## config.mk

```make
export PLATFORM = sky130hd
export DESIGN_NAME = usb2_ep_tx_feeder_flat
export DESIGN_NICKNAME = d
export VERILOG_FILES = /design/src/rtl/usb2_ep_tx_feeder_if.sv /design/src/rtl/usb2_ep_tx_feeder.sv /design/src/flat_wrapper.sv
export SDC_FILE = /design/constraint.sdc
export NUM_CORES = 1
export LEC_CHECK = 0
export BUFFER_PORTS_ARGS = -buffer_cell sky130_fd_sc_hd__buf_2
export CAP_MARGIN = 10
export CORE_UTILIZATION = 53
export DETAILED_ROUTE_END_ITERATION = 10
export PLACE_DENSITY = 0.74
export SETUP_SLACK_MARGIN = 0.15
export SLEW_MARGIN = 40
export SYNTH_ARGS = -nofsm -noshare
export SYNTH_HDL_FRONTEND = slang
export SYNTH_SLANG_ARGS = --single-unit
```

## constraint.sdc

```tcl
create_clock -name phy_clk -period 3 [get_ports phy_clk]
set_input_delay 0.15 -clock phy_clk [delete_from_list [all_inputs] [get_ports phy_clk]]
set_output_delay 0.15 -clock phy_clk [all_outputs]
set_load 0.005 [all_outputs]
```

## src/rtl/usb2_ep_tx_feeder_if.sv

```systemverilog
// Endpoint-buffer / TX-framer / token-decoder signals seen by usb2_ep_tx_feeder.
// master is the feeder's view; slave is the surrounding endpoint, framer and token logic.
interface usb2_ep_tx_feeder_if;
    logic       in_token;
    logic       resp_nak;
    logic       resp_data;
    logic       ep_hasdata;
    logic [9:0] ep_len;
    logic [8:0] ep_addr;
    logic [7:0] ep_q;
    logic       ep_arm;
    logic       ep_arm_ack;
    logic       toggle_act;
    logic [7:0] tx_data;
    logic       tx_valid;
    logic       tx_last;
    logic       tx_ready;
    logic       hs_ack;

    modport master (
        input  in_token, ep_hasdata, ep_len, ep_q, ep_arm_ack, tx_ready, hs_ack,
        output resp_nak, resp_data, ep_addr, ep_arm, toggle_act, tx_data, tx_valid, tx_last
    );

    modport slave (
        output in_token, ep_hasdata, ep_len, ep_q, ep_arm_ack, tx_ready, hs_ack,
        input  resp_nak, resp_data, ep_addr, ep_arm, toggle_act, tx_data, tx_valid, tx_last
    );
endinterface

```

## src/rtl/usb2_ep_tx_feeder.sv

```systemverilog
// Streams one endpoint buffer half to the USB TX framer per IN token, then arms it after the handshake.
// Define USB2_EP_TX_RETRY_EN to replay the half after a handshake timeout instead of releasing it.
module usb2_ep_tx_feeder #(
    parameter int MAX_PKT    = 512,
    parameter int HS_TIMEOUT = 816
) (
    input  logic                    phy_clk,
    input  logic                    reset,
    usb2_ep_tx_feeder_if.master     bus
);

    localparam int                 CNT_W   = $clog2(HS_TIMEOUT);
    localparam logic [9:0]         MAX_LEN = 10'(MAX_PKT);
    localparam logic [CNT_W-1:0]   HS_LAST = CNT_W'(HS_TIMEOUT - 1);

    typedef enum logic [2:0] {IDLE, RESP, FETCH, STREAM, WAIT_HS, ARM, ARM_WAIT} state_t;

    state_t           state_reg;
    logic [9:0]       len_reg;
    logic [9:0]       issued_reg;
    logic [8:0]       ep_addr_reg;
    logic             rd_pend_reg;
    logic             rd_last_reg;
    logic [7:0]       tx_data_reg;
    logic             tx_valid_reg;
    logic             tx_last_reg;
    logic [7:0]       skid_data_reg;
    logic             skid_valid_reg;
    logic             skid_last_reg;
    logic             resp_nak_reg;
    logic             resp_data_reg;
    logic             ep_arm_reg;
    logic             toggle_act_reg;
    logic [CNT_W-1:0] hs_cnt_reg;

    logic       streaming;
    logic       tx_accept;
    logic       out_free;
    logic [1:0] occ_after;
    logic       can_issue;
    logic [9:0] len_clamped;

    assign streaming   = (state_reg == FETCH) || (state_reg == STREAM);
    assign tx_accept   = tx_valid_reg & bus.tx_ready;
    assign out_free    = tx_accept | ~tx_valid_reg;
    // Bytes held after this edge; a read issued now lands one cycle later, so at most one may remain.
    assign occ_after   = {1'b0, tx_valid_reg} + {1'b0, skid_valid_reg}
                       + {1'b0, rd_pend_reg} - {1'b0, tx_accept};
    assign can_issue   = streaming && (issued_reg != len_reg) && (occ_after <= 2'd1);
    assign len_clamped = (bus.ep_len > MAX_LEN) ? MAX_LEN : bus.ep_len;

    always_ff @(posedge phy_clk or posedge reset) begin
        if (reset) begin
            state_reg      <= IDLE;
            len_reg        <= '0;
            issued_reg     <= '0;
            ep_addr_reg    <= '0;
            rd_pend_reg    <= 1'b0;
            rd_last_reg    <= 1'b0;
            tx_data_reg    <= '0;
            tx_valid_reg   <= 1'b0;
            tx_last_reg    <= 1'b0;
            skid_data_reg  <= '0;
            skid_valid_reg <= 1'b0;
            skid_last_reg  <= 1'b0;
            resp_nak_reg   <= 1'b0;
            resp_data_reg  <= 1'b0;
            ep_arm_reg     <= 1'b0;
            toggle_act_reg <= 1'b0;
            hs_cnt_reg     <= '0;
        end else begin
            resp_nak_reg   <= 1'b0;
            resp_data_reg  <= 1'b0;
            toggle_act_reg <= 1'b0;

            if (can_issue) begin
                ep_addr_reg <= ep_addr_reg + 9'd1;
                issued_reg  <= issued_reg + 10'd1;
            end
            rd_pend_reg <= can_issue;
            rd_last_reg <= can_issue && (issued_reg == len_reg - 10'd1);

            // Output register refills from the skid entry first to keep address order.
            if (out_free) begin
                if (skid_valid_reg) begin
                    tx_data_reg    <= skid_data_reg;
                    tx_valid_reg   <= 1'b1;
                    tx_last_reg    <= skid_last_reg;
                    skid_valid_reg <= rd_pend_reg;
                    skid_data_reg  <= bus.ep_q;
                    skid_last_reg  <= rd_last_reg;
                end else if (rd_pend_reg) begin
                    tx_data_reg  <= bus.ep_q;
                    tx_valid_reg <= 1'b1;
                    tx_last_reg  <= rd_last_reg;
                end else begin
                    tx_valid_reg <= 1'b0;
                    tx_last_reg  <= 1'b0;
                end
            end else if (rd_pend_reg) begin
                skid_data_reg  <= bus.ep_q;
                skid_valid_reg <= 1'b1;
                skid_last_reg  <= rd_last_reg;
            end

            case (state_reg)
                IDLE: begin
                    if (bus.in_token) begin
                        len_reg <= len_clamped;
                        if (!bus.ep_hasdata) begin
                            resp_nak_reg <= 1'b1;
                        end else begin
                            resp_data_reg <= 1'b1;
                            state_reg     <= RESP;
                        end
                    end
                end
                RESP: begin
                    ep_addr_reg <= '0;
                    issued_reg  <= '0;
                    hs_cnt_reg  <= '0;
                    state_reg   <= (len_reg == 10'd0) ? WAIT_HS : FETCH;
                end
                FETCH: state_reg <= STREAM;
                STREAM: begin
                    if (tx_accept && tx_last_reg) begin
                        hs_cnt_reg <= '0;
                        state_reg  <= WAIT_HS;
                    end
                end
                WAIT_HS: begin
                    if (bus.hs_ack) begin
                        toggle_act_reg <= 1'b1;
                        state_reg      <= ARM;
                    end else if (hs_cnt_reg == HS_LAST) begin
`ifdef USB2_EP_TX_RETRY_EN
                        state_reg <= IDLE;
`else
                        toggle_act_reg <= 1'b1;
                        state_reg      <= ARM;
`endif
                    end else begin
                        hs_cnt_reg <= hs_cnt_reg + 1'b1;
                    end
                end
                ARM: begin
                    // Hold the request until the endpoint's synchronised ack shows up.
                    if (bus.ep_arm_ack) begin
                        ep_arm_reg <= 1'b0;
                        state_reg  <= ARM_WAIT;
                    end else begin
                        ep_arm_reg <= 1'b1;
                    end
                end
                ARM_WAIT: begin
                    ep_arm_reg <= 1'b0;
                    if (!bus.ep_arm_ack) state_reg <= IDLE;
                end
                default: state_reg <= IDLE;
            endcase
        end
    end

    assign bus.resp_nak   = resp_nak_reg;
    assign bus.resp_data  = resp_data_reg;
    assign bus.ep_addr    = ep_addr_reg;
    assign bus.ep_arm     = ep_arm_reg;
    assign bus.toggle_act = toggle_act_reg;
    assign bus.tx_data    = tx_data_reg;
    assign bus.tx_valid   = tx_valid_reg;
    assign bus.tx_last    = tx_last_reg;

endmodule

```

## src/flat_wrapper.sv

```systemverilog
// flat-port wrapper written by rule: the top's interface ports become plain ports
module usb2_ep_tx_feeder_flat 
#(
    parameter int MAX_PKT    = 512,
    parameter int HS_TIMEOUT = 816
)
  (phy_clk, reset, bus_in_token, bus_ep_hasdata, bus_ep_len, bus_ep_q, bus_ep_arm_ack, bus_tx_ready, bus_hs_ack, bus_resp_nak, bus_resp_data, bus_ep_addr, bus_ep_arm, bus_toggle_act, bus_tx_data, bus_tx_valid, bus_tx_last);
  usb2_ep_tx_feeder_if bus_i ();
  input  logic phy_clk;
  input  logic reset;
  input wire logic [$bits(bus_i.in_token)-1:0] bus_in_token;
  input wire logic [$bits(bus_i.ep_hasdata)-1:0] bus_ep_hasdata;
  input wire logic [$bits(bus_i.ep_len)-1:0] bus_ep_len;
  input wire logic [$bits(bus_i.ep_q)-1:0] bus_ep_q;
  input wire logic [$bits(bus_i.ep_arm_ack)-1:0] bus_ep_arm_ack;
  input wire logic [$bits(bus_i.tx_ready)-1:0] bus_tx_ready;
  input wire logic [$bits(bus_i.hs_ack)-1:0] bus_hs_ack;
  output wire logic [$bits(bus_i.resp_nak)-1:0] bus_resp_nak;
  output wire logic [$bits(bus_i.resp_data)-1:0] bus_resp_data;
  output wire logic [$bits(bus_i.ep_addr)-1:0] bus_ep_addr;
  output wire logic [$bits(bus_i.ep_arm)-1:0] bus_ep_arm;
  output wire logic [$bits(bus_i.toggle_act)-1:0] bus_toggle_act;
  output wire logic [$bits(bus_i.tx_data)-1:0] bus_tx_data;
  output wire logic [$bits(bus_i.tx_valid)-1:0] bus_tx_valid;
  output wire logic [$bits(bus_i.tx_last)-1:0] bus_tx_last;
  assign bus_i.in_token = bus_in_token;
  assign bus_i.ep_hasdata = bus_ep_hasdata;
  assign bus_i.ep_len = bus_ep_len;
  assign bus_i.ep_q = bus_ep_q;
  assign bus_i.ep_arm_ack = bus_ep_arm_ack;
  assign bus_i.tx_ready = bus_tx_ready;
  assign bus_i.hs_ack = bus_hs_ack;
  assign bus_resp_nak = bus_i.resp_nak;
  assign bus_resp_data = bus_i.resp_data;
  assign bus_ep_addr = bus_i.ep_addr;
  assign bus_ep_arm = bus_i.ep_arm;
  assign bus_toggle_act = bus_i.toggle_act;
  assign bus_tx_data = bus_i.tx_data;
  assign bus_tx_valid = bus_i.tx_valid;
  assign bus_tx_last = bus_i.tx_last;
  usb2_ep_tx_feeder #(.MAX_PKT(MAX_PKT), .HS_TIMEOUT(HS_TIMEOUT)) u_core (.phy_clk(phy_clk), .reset(reset), .bus(bus_i));
endmodule
```

==> results of run 1 <==
-- area by class of cell --
cell class              instances  area [sq um]  area share (%)
multi-input cells             263          1730            42.3
flip-flops and latches         68          1700            41.6
repair buffers                 54           293            7.15
clock buffers                  10           138            3.36
well taps                      77          96.3            2.35
clock inverters                 6          95.1            2.32
inverters                      10          37.5           0.917
-- cells in the final DEF, fill, tap and decap left out, types with 4 or more instances in the layout --
master and n:
dfrtp_1 68, buf_2 47, nand2_1 42, nor2_1 24, a21oi_1 21, o21ai_0 17
xnor2_1 17, mux2i_1 17, nor3_1 10, clkbuf_8 10, nand2b_1 9, nand3_1 9
mux2_2 9, nand4_1 8, inv_1 8, nor2b_1 6, xor2_1 6, ha_1 6
o31ai_1 5, nor4_1 5, buf_4 5, and3_1 4, a22o_1 4, or3_1 4
or4_1 4
-- timing repair --
item	CTS	global route
buffers inserted	0	0
resized for setup	0	0
hold endpoints to repair	22	0
hold buffers	2	0
-- kinds of logic after synthesis --
| logic type | after synthesis |
|---|---|
| AOI/OAI and AO/OA | 65 |
| xor gates and xnor gates | 23 |
| adders and majority gates | 7 |
| buffers and inverters | 25 |
| DFF | 68 |
| muxes | 28 |
| and+or+nand+nor | 140 |
-- final timing paths --
check,to,slack [ps],cells after the start
setup / recovery,u_core.issued_reg[8],350,9
hold / removal,u_core.skid_data_reg[0],50,2
setup reg to reg,u_core.issued_reg[8],350,9
hold reg to reg,u_core.skid_data_reg[5],500,1
max in group asynchronous,u_core.bus.ep_addr[6],1940,4
min in group asynchronous,u_core.hs_cnt_reg[6],370,3
-- layer usage --
| metal | vias up | part of all wire [%] | wire, um |
|---|---|---|---|
| met4 | 0 | 1.2 | 84 |
| met5 | - | 0 | 0 |
| met1 | 1299 | 49 | 3340 |
| met2 | 47 | 47 | 3200 |
| li1 | 1375 | - | - |
| met3 | 8 | 3.4 | 235 |
-- stage by stage --
| step | instance area, sq um | setup WS (ps) | total power, mW | util (%) | cells |
|---|---|---|---|---|---|
| global placement | 3840 | 463 | 2.86 | 60.1 | 470 |
| CTS | 4090 | 338 | 3.79 | 64.1 | 488 |
| floorplan | 3520 | 676 | 2.51 | - | 356 |
| detailed placement | 3840 | 350 | 2.92 | 60.1 | 470 |
| global route | 4090 | 159 | 4.06 | 64.1 | 488 |
| finish | 4090 | 352 | 3.76 | 64.1 | 488 |
-- critical path, delay by kind of cell (launching register included) --
kind	cells	cell delay, ps
xor gates and xnor gates	1	210
DFF	1	410
adders and majority gates	2	540
buffers and inverters	1	50
AOI/OAI and AO/OA	3	640
and+or+nand+nor	2	720
-- power by group through the flow --
stage,sequential (mW),combinational [mW],clock (mW)
2_1_floorplan,1.41,1.10,0
3_3_place_gp,1.50,1.36,0
3_5_place_dp,1.51,1.41,0
4_1_cts,1.49,1.42,0.879
5_1_grt,1.54,1.59,0.924
6_report,1.50,1.40,0.860
==> impl_metrics.yaml, run 1 <==
clock_tree:
  cts_tree: "yes"
  path_clk_slew_ps: 80
  clk_latency_ps: 340
  clockBufferDepth: 2
  cts_root_buf: "clkbuf_8"
  htreeDepth: 3
  cts.sinks: 68
  cts_inserted_buffers: 9
detailed_routing:
  post_drt_wl_per_cell_um: 14.1
  antenna_left: 0
  drc_errors: 0
  routed_wl_um: 6860
  via_per_inst: 5.59
  drt_iter0_drc: 128
  dr.pass1.iters: 5
  num_vias: 2729
setup_path:
  cp-startpoint: "u_core.bus.tx_valid"
  crit_path_start_kind: "flip-flop"
  reg2reg_from: "u_core.bus.tx_valid"
  setup.worst_path.end_class: "flip-flop"
  critical_path_class: "reg2reg"
  cp_data_required_time_ps: 3270
  crit_arrival_ps: 2910
  slowest_stage: "or4_1"
  slowest_delay_ps: 570
  crit_chain: "and2_1 -> ha_1 -> inv_1 -> ha_1 -> a21oi_1 -> xor2_1 -> o311ai_2 -> or4_1 -> a21oi_1"
  path_max_fanout: 12
placement:
  port_buffers: 47
  gp_congestion: 0.861
  hpwl_um: 5020
pwr:
  p_per_area_nw_per_um2: 919
  switchingPower_mw: 1.42
  vdd_drop_max_uv: 475
  total_leakage_power_nw: 1.84
  clock_power_share_pct: 22.9
  seq_power_share_pct: 39.8
  intPower_mw: 2.34
  pwr-share-comb_pct: 37.4
  swShare_pct: 37.8
synth:
  syn_inst: 356
  synth_flop_cell: "dfrtp_1"
  synth_mux_area_share_pct: 8.35
  synth.net_count: 387
  yosysTopAreaCellShare_pct: 48.3
  seq_area_frac_synth_pct: 48.3
  synth_compound_area_share_pct: 11.9
  syn_avg_cell_area_sq_um: 9.90
  synthArstFlopShare_pct: 100
  ys_warn_count: 0
  synth_top_area_cell: "dfrtp_1"
  synthTopCellsByArea: "dfrtp_1, mux2i_1, nand2_1"
  ys_types: 55
  synthAdderAreaFrac_pct: 2.41
  synth-edff-count: 0
  yosys.area_share.simple_pct: 20.6
  synth_most_common_cell: "dfrtp_1"
  synth_top_family_by_area: "simple AND/OR/NAND/NOR gates"
  synth-xor-area-share_pct: 5.72
  netlist_area_sq_um: 3520
  synth_commonest_cells: "dfrtp_1, nand2_1, nor2_1, a21oi_1"
  ys_ff_latch: 68
timing:
  hold_viol: 0
  skew_ps: 11.8
  min_period_ps: 2650
  rsz0062_at_grt: "false"
  tns_ps: 0
  hold_slack_ps: 45.4
  fmaxAchievable_mhz: 378
  slew_violations: 0
  setup_viol: 0
  tightestPinTransition_ps: 718
  relSlewSlack_pct: 52.1
  period_share_pct: 88.3
layout:
  num-fill-cells: 539
  drive_gt1_share_pct: 20.7
  fin_nets: 437
  diodes: 0
  area_growth_pct: 16.2
grt:
  use_met2_pct: 35.6
  first_global_vias: 2719
  antenna_found_initial: 0
  busiest_layer: "met2"
  grt-ovfl-total: 0
  track_usage_pct: 21.9
  grt_pass1_wl_um: 12300
  use_met1_pct: 29.3
  grt_max_degree: 26
  grt_use_met3_pct: 4.85
floorplan:
  initial_core_util_pct: 55.2
  die_y_um: 83.5
  num_rows: 29
  fp.dieW_um: 83.5
  dieArea_sq_um: 6980
  ios: 48
  coreArea_sq_um: 6390
worst_hold_path:
  hold_start: "bus_ep_q[0]"
  hp-class: "in2reg"
outcome:
  status: "completed"
job:
  cap_violations: 0
Note: power is estimated with default switching activity, not from simulation.
==> run 2: changes to the inputs <==
- CTS_CLUSTER_DIAMETER: unset -> 30
- MAX_ROUTING_LAYER: unset -> met4
==> impl_metrics.yaml, run 2 (synthesis results as in run 1) <==
worst_hold_path:
  whs_path_depth: 2
  hold_start: "bus_ep_q[0]"
  hold-path-endpoint: "u_core.skid_data_reg[0]"
  hp-class: "in2reg"
floorplan:
  num_rows: 29
  die_y_um: 83.5
  coreArea_sq_um: 6390
  ios: 48
  initial_core_util_pct: 55.2
  dieArea_sq_um: 6980
  fp.dieW_um: 83.5
clock_tree:
  cts_resized: 0
  cts_inserted_buffers: 9
  cts_tree: "yes"
  cts_hold_buf: 2
  path_clk_slew_ps: 80
  clk_latency_ps: 340
  clockBufferDepth: 2
  htreeDepth: 3
  cts_root_buf: "clkbuf_8"
  cts.sinks: 68
  postCtsSetupRepairBufs: 0
detailed_routing:
  drt_iter0_drc: 143
  post_drt_wl_per_cell_um: 14.0
  wl_met3_um: 268
  dr.pass1.iters: 4
  drc_errors: 0
  via_per_inst: 5.60
  wl_met2_um: 3180
  routed_wl_um: 6840
  num_vias: 2733
  antenna_left: 0
  highest_layer: "met4"
  drt-met1-wl_um: 3280
timing:
  tightestPinTransition_ps: 719
  relSlewSlack_pct: 52.0
  hold_viol: 0
  setup_viol: 0
  period_share_pct: 88.3
  skew_ps: 13.2
  rsz0062_at_grt: "false"
  fmaxAchievable_mhz: 377
  tns_ps: 0
  slew_violations: 0
  min_period_ps: 2650
job:
  cap_violations: 0
setup_path:
  reg2reg_from: "u_core.bus.tx_valid"
  path_max_fanout: 12
  r2r-end: "u_core.issued_reg[8]"
  critical_path_class: "reg2reg"
  cp_data_required_time_ps: 3270
  worstRegToRegCells: 9
  reg2reg_slack_ps: 350
  crit_path_start_kind: "flip-flop"
  crit_arrival_ps: 2920
  setup.worst_path.end_class: "flip-flop"
placement:
  gp_congestion: 0.874
  hpwl_um: 5020
  port_buffers: 47
layout:
  num-fill-cells: 539
  area_growth_pct: 16.2
  diodes: 0
  fin_nets: 437
  final_common_cell: "dfrtp_1"
  layout_common_cells: "dfrtp_1, buf_2, nand2_1, nor2_1, a21oi_1"
  drive_gt1_share_pct: 20.7
pwr:
  p_per_area_nw_per_um2: 918
  power_mw: 3.76
  vdd_drop_max_uv: 475
  total_leakage_power_nw: 1.84
grt:
  grt-ovfl-total: 0
  antenna_found_initial: 0
  track_usage_pct: 22.5
  first_global_vias: 2716
  grt_pass1_wl_um: 12300
  grt_max_degree: 26
outcome:
  status: "completed"
run 2: cell counts in the layout (fill, tap and decap cells not counted):
Identical to the previous run, type by type.
run 2: cell type report:
| type | instances | area (sq um) | area share [%] |
|---|---|---|---|
| Clock inverter | 6 | 95.1 | 2.32 |
| Multi-Input combinational cell | 263 | 1730 | 42.3 |
| Sequential cell | 68 | 1700 | 41.6 |
| Inverter | 10 | 37.5 | 0.917 |
| Tap cell | 77 | 96.3 | 2.35 |
| Timing Repair Buffer | 54 | 293 | 7.15 |
| Clock buffer | 10 | 138 | 3.36 |
run 2: routing by layer:
layer	vias to the layer above	global-route usage, %
met1	1293	29.4
met5	-	-
met2	57	35.6
met3	8	4.15
met4	0	8.01
li1	1375	-
run 2: worst max-delay path by stage:
stage	from	end	slack [ps]	depth (start not counted)
after floorplan	u_core.bus.tx_valid	u_core.issued_reg[4]	680	11
after global routing	u_core.bus.tx_valid	u_core.issued_reg[6]	160	10
after detailed placement	u_core.bus.tx_valid	u_core.issued_reg[8]	350	9
after global placement	u_core.bus.tx_valid	u_core.issued_reg[3]	460	11
after CTS	u_core.bus.tx_valid	u_core.issued_reg[8]	340	9
final	u_core.bus.tx_valid	u_core.issued_reg[8]	350	9
run 2: power breakdown:
group / internal [mW] / switching, mW / total, mW
Sequential: 1.19 / 0.306 / 1.49
Clock: 0.498 / 0.363 / 0.861
Combinational: 0.655 / 0.748 / 1.40
Total: 2.34 / 1.42 / 3.76
run 2: critical path, cell delays in order, from the launching register on:
cell and delay, ps:
dfrtp_1 410, and2_1 150, ha_1 270, inv_1 50, ha_1 270, a21oi_1 220, xor2_1 210, o311ai_2 270
or4_1 570, a21oi_1 150
run 2: stage by stage:
step	hold WS (ps)	instances	setup WS, ps	util [%]	cell area (sq um)
floorplan	216	356	676	-	3520
global placement	190	470	463	60.1	3840
detailed placement	185	470	350	60.1	3840
CTS	35.0	488	338	64.1	4090
global route	42.6	488	159	64.1	4090
finish	42.5	488	351	64.1	4090
